### src/rtl/arb_pkg.sv
// Shared types and helpers for the four-requester arbiter.
// Holds the requester count, the index width, the FSM state enum and the one-hot helper.
package arb_pkg;

  localparam int NREQ = 4;
  localparam int IDW  = 2;

  typedef enum logic {
    IDLE = 1'b0,
    BUSY = 1'b1
  } arb_state_e;

  function automatic logic [NREQ-1:0] idx_to_onehot(input logic [IDW-1:0] idx);
    logic [NREQ-1:0] v;
    v      = '0;
    v[idx] = 1'b1;
    return v;
  endfunction

endpackage

### src/rtl/rr_pick.sv
// Combinational rotating-priority encoder.
// Searches ptr, ptr+1, ... in round-robin mode, or 3 down to 0 in fixed mode.
module rr_pick
  import arb_pkg::*;
(
  input  logic [NREQ-1:0] req,
  input  logic [IDW-1:0]  ptr,
  input  logic [NREQ-1:0] mask,
  input  logic            rr_en,
  output logic [IDW-1:0]  win_id,
  output logic            win_valid
);

  logic [NREQ-1:0] eff;
  logic [IDW-1:0]  cand;

  always_comb begin
    eff       = req & mask;
    win_id    = '0;
    win_valid = 1'b0;
    cand      = '0;
    // The first eligible candidate in search order wins; later hits are ignored.
    for (int i = 0; i < NREQ; i++) begin
      cand = rr_en ? (ptr + IDW'(i)) : IDW'(NREQ - 1 - i);
      if (!win_valid && eff[cand]) begin
        win_valid = 1'b1;
        win_id    = cand;
      end
    end
  end

endmodule

### src/rtl/req_arbiter4.sv
// Four-requester arbiter: holds each grant until the owner releases it,
// and force-rotates to a waiting requester once the owner has held it for MAX_HOLD cycles.
module req_arbiter4
  import arb_pkg::*;
#(
  parameter int MAX_HOLD = 8
) (
  input  logic            clk,
  input  logic            rst_n,
  input  logic            rr_en,
  input  logic [NREQ-1:0] req,
  output logic [NREQ-1:0] gnt,
  output logic [IDW-1:0]  gnt_id,
  output logic            gnt_valid,
  output logic            preempt
);

  localparam logic [7:0] HOLD_MAX = 8'(MAX_HOLD);

  arb_state_e      state_q, state_d;
  logic [IDW-1:0]  ptr_q, ptr_d;
  logic [7:0]      hold_q, hold_d;
  logic [NREQ-1:0] gnt_q, gnt_d;
  logic [IDW-1:0]  id_q, id_d;
  logic            pre_q, pre_d;

  logic [NREQ-1:0] mask;
  logic [IDW-1:0]  win_id;
  logic            win_valid;
  logic            owner_req;
  logic            expired;
  logic            take_win;

  assign owner_req = req[id_q];
  assign expired   = (state_q == BUSY) && owner_req && (hold_q >= HOLD_MAX);
  // An expired owner that still requests is kept out of the search so someone else wins.
  assign mask      = expired ? ~idx_to_onehot(id_q) : '1;

  rr_pick u_pick (
    .req       (req),
    .ptr       (ptr_q),
    .mask      (mask),
    .rr_en     (rr_en),
    .win_id    (win_id),
    .win_valid (win_valid)
  );

  always_comb begin
    state_d  = state_q;
    ptr_d    = ptr_q;
    hold_d   = hold_q;
    gnt_d    = gnt_q;
    id_d     = id_q;
    pre_d    = 1'b0;
    take_win = 1'b0;
    unique case (state_q)
      IDLE: take_win = win_valid;
      BUSY: begin
        if (!owner_req) begin
          if (win_valid) begin
            take_win = 1'b1;
          end else begin
            state_d = IDLE;
            gnt_d   = '0;
            id_d    = '0;
            hold_d  = '0;
          end
        end else if (hold_q < HOLD_MAX) begin
          hold_d = hold_q + 8'd1;
        end else if (win_valid) begin
          take_win = 1'b1;
          pre_d    = 1'b1;
        end
      end
      default: state_d = IDLE;
    endcase
    if (take_win) begin
      state_d = BUSY;
      gnt_d   = idx_to_onehot(win_id);
      id_d    = win_id;
      hold_d  = 8'd1;
      ptr_d   = win_id + IDW'(1);
    end
  end

  always_ff @(posedge clk or negedge rst_n) begin
    if (!rst_n) begin
      state_q <= IDLE;
      ptr_q   <= '0;
      hold_q  <= '0;
      gnt_q   <= '0;
      id_q    <= '0;
      pre_q   <= 1'b0;
    end else begin
      state_q <= state_d;
      ptr_q   <= ptr_d;
      hold_q  <= hold_d;
      gnt_q   <= gnt_d;
      id_q    <= id_d;
      pre_q   <= pre_d;
    end
  end

  assign gnt       = gnt_q;
  assign gnt_id    = id_q;
  assign gnt_valid = (state_q == BUSY);
  assign preempt   = pre_q;

endmodule

### config.mk
export PLATFORM = sky130hd
export DESIGN_NAME = req_arbiter4
export DESIGN_NICKNAME = d
export VERILOG_FILES = /design/src/rtl/arb_pkg.sv /design/src/rtl/rr_pick.sv /design/src/rtl/req_arbiter4.sv
export SDC_FILE = /design/constraint.sdc
export NUM_CORES = 1
export LEC_CHECK = 0
export BUFFER_PORTS_ARGS = -buffer_cell sky130_fd_sc_hd__buf_2
export CAP_MARGIN = 10
export CORE_MARGIN = 3
export CORE_UTILIZATION = 44
export CTS_CLUSTER_DIAMETER = 100
export DETAILED_ROUTE_END_ITERATION = 6
export PLACE_DENSITY = 0.63
export SYNTH_ARGS = -nofsm -noshare
export SYNTH_HDL_FRONTEND = slang
export SYNTH_HIERARCHICAL = 1
export SYNTH_SLANG_ARGS = --single-unit
### constraint.sdc
create_clock -name clk -period 3.85 [get_ports clk]
set_clock_uncertainty 0.2 [all_clocks]
set_input_delay 0.77 -clock clk [delete_from_list [all_inputs] [get_ports clk]]
set_output_delay 0.77 -clock clk [all_outputs]
set_load 0.02 [all_outputs]
==> impl_metrics.py <==
metrics = {
    "status": {
        "status": "completed",
    },
    "yosys": {
        "synth_edf_count": 0,
        "synth_area_per_cell_um2": 9.50,
        "ys_warn_count": 6,
        "ys_ff_latch": 18,
        "synth_cell_types": 45,
        "synthArstFlopShare": 1.00,
        "synth_area_mm2": 0.00121,
        "syn-num-nets": 140,
        "ys.flop_type": "dfrtp_1",
        "synthCells": 127,
        "yosysSeqAreaShare": 0.373,
    },
    "grt": {
        "use_met1": 0.216,
        "grt_usage": 0.157,
        "grt_pass1_vias": 932,
        "antenna_found_initial": 0,
        "grt_start_max_net_pins": 19,
        "grt-busiest-layer": "met2",
        "grt_first_pass_wirelength_um": 4140,
        "grtUsageMet3": 0.0417,
        "grt_use_met2": 0.246,
        "grt_overflow": 0,
    },
    "power": {
        "power.leakage_nw": 0.658,
        "peakVddDrop_mv": 0.415,
        "p_per_area_mw_per_mm2": 637,
    },
    "clock_tree": {
        "cts_made_buffers": 3,
        "postCtsResizedCells": 0,
        "cts.sinks": 18,
        "clk_latency_ns": 0.29,
        "cts_tree": "built",
        "hold_buffers": 0,
        "path_clk_slew_ns": 0.10,
        "clockRootBuffer": "clkbuf_4",
        "htreeDepth": 1,
        "cts_buffer_depth": 2,
        "post_cts_buffers": 0,
    },
    "cells_and_area": {
        "syn_to_final_growth_pct": 11.7,
        "multi_input_area_um2": 693,
        "drive_above_1_share": 0.240,
        "diodes": 0,
        "final_cell_mix": "nand2_1 (19), dfrtp_1 (18), buf_2 (14)",
        "fin_cells": 176,
        "regArea_um2": 450,
        "final_common_cell": "nand2_1",
        "fin_nets": 160,
        "nFillCells": 240,
    },
    "sta": {
        "hold_viol": 0,
        "finalSetupViolCount": 0,
        "finalMaxSlewViolations": 0,
        "fmax_ghz": 0.296,
        "max_slew.worst_pin.slew_ns": 0.403,
        "slew_headroom": 0.729,
        "setup_tns_ns": 0,
        "rsz0062_at_grt": "no",
        "fin_crit_ns": 3.38,
        "finalCritPeriodShare": 0.879,
    },
    "setup_path": {
        "worstSetupStartpointType": "primary input",
        "r2r_start": "gnt_id[1]$_DFFE_PN0P_",
        "crit_chain": "buf_2, mux4_2, nand2_1, nor2_1, nand3_1, nand2_2, or3_1, a21oi_1, a2111oi_1, a211oi_1, inv_1, ha_1, mux2_4",
        "crit_arrival_ns": 3.37,
        "cp_max_fo": 7,
        "worstPathRequired_ns": 3.84,
        "cp_slowest_cell": "mux4_2",
        "rr_worst_depth": 11,
        "worstSetupPathType": "primary input to flip-flop",
        "critical_path.endpoint_type": "flip-flop",
        "r2r_setup_slack_ns": 0.48,
        "cp_slowest_stage_delay_ns": 0.49,
        "reg2reg_to": "ptr_q[1]$_DFFE_PN0P_",
    },
    "place": {
        "io_buffers": 14,
        "place_inst": 172,
        "gp_congestion": 0.817,
        "post-dp-hpwl_um": 1790,
    },
    "route": {
        "antenna_left": 0,
        "first_pass_iters": 4,
        "wl_per_cell_um": 13.4,
        "vias_per_cell": 5.51,
        "drc": 0,
        "vias": 970,
        "drt_wl_total_um": 2360,
        "drt_iter0_drc": 39,
    },
    "floorplan": {
        "floorplan.initialDensity": 0.474,
        "die_h_um": 58.4,
        "die_area_mm2": 0.00341,
        "die_x_um": 58.4,
        "rows": 18,
        "coreArea_mm2": 0.00254,
        "pin_count": 15,
    },
    "worst_hold_path": {
        "hold_path.class": "primary input to asynchronous set/reset pin",
    },
    "run": {
        "cap_violations": 0,
    },
}
metrics by stage:
step	power (W)	hold slack (ns)	setup WS, ns	area (µm²)	util
6_report	0.000858	0.188	0.467	1350	0.529
3_5_place_dp	0.000750	0.297	0.149	1310	0.515
2_1_floorplan	0.000648	0.274	0.227	1210	-
3_3_place_gp	0.000740	0.288	0.236	1310	0.515
5_1_grt	0.000934	0.192	0.261	1350	0.529
4_1_cts	0.000869	0.199	0.459	1350	0.529
critical path, delay by kind of cell:
| kind | cells | cell delay [ns] |
|---|---|---|
| AO/OA/AOI/OAI | 3 | 0.48 |
| AND/OR/NAND/NOR | 5 | 0.82 |
| adder cells (fa/ha/maj) | 1 | 0.31 |
| buffers and inverters | 2 | 0.25 |
| multiplexers | 2 | 0.75 |
layout make-up:
class,instances,area share
Inverter,8,0.0223
Timing Repair Buffer,18,0.0743
Tap cell,30,0.0279
Clock buffer,4,0.0269
Sequential cell,18,0.334
Multi-Input combinational cell,98,0.514
how the worst max path moves through the flow:
stage	from	to	slack, ns
2_1_floorplan	req[1]	ptr_q[1]$_DFFE_PN0P_	0.23
3_3_place_gp	req[3]	ptr_q[1]$_DFFE_PN0P_	0.24
3_5_place_dp	req[3]	ptr_q[1]$_DFFE_PN0P_	0.15
4_1_cts	req[3]	ptr_q[1]$_DFFE_PN0P_	0.46
5_1_grt	gnt_id[1]$_DFFE_PN0P_	ptr_q[1]$_DFFE_PN0P_	0.26
6_report	req[3]	ptr_q[1]$_DFFE_PN0P_	0.47
report_power, final:
group	internal, W	switching [W]
clock network	0.0000576	0.0000587
logic	0.000201	0.000220
registers	0.000242	0.0000781
synthesized netlist by cell type (2+ instances only):
cell type	instances	area (µm²)
inv_1	8	30.0
dfrtp_1	18	450
nand2_1	19	71.3
mux2_4	2	30.0
o22ai_1	2	12.5
mux2i_1	2	20.0
nor2_1	8	30.0
a21o_1	2	15.0
nor3_1	2	10.0
o21ai_0	4	20.0
nand3_1	6	30.0
and2_1	5	31.3
nand4_1	2	12.5
ha_1	6	75.1
a32oi_1	2	17.5
o2bb2ai_1	5	43.8
o211ai_1	3	22.5
a21oi_1	4	20.0
cells by family (layout without fill, tap and decap cells):
family	after synthesis	after routing	share of synthesized area
AND/OR/NAND/NOR	55	55	0.255
AO/OA/AOI/OAI	30	30	0.180
flip-flops	18	18	0.373
buffers and inverters	11	30	0.0519
adder cells (fa/ha/maj)	6	6	0.0622
multiplexers	6	6	0.0695
XOR/XNOR	1	1	0.00726
layer usage:
layer  part of all wire  routed length [µm]
met5                  0                   0
met4             0.0055                  13
met3              0.050                 117
met2               0.44                1040
met1               0.50                1190
sequential cells by signal, indices dropped and copies added (netlist names):
register / count
gnt_valid: 1
hold_q: 8
gnt: 4
ptr_q: 2
gnt_id: 2
preempt: 1
No activity file was read; power rests on OpenSTA's default activity.
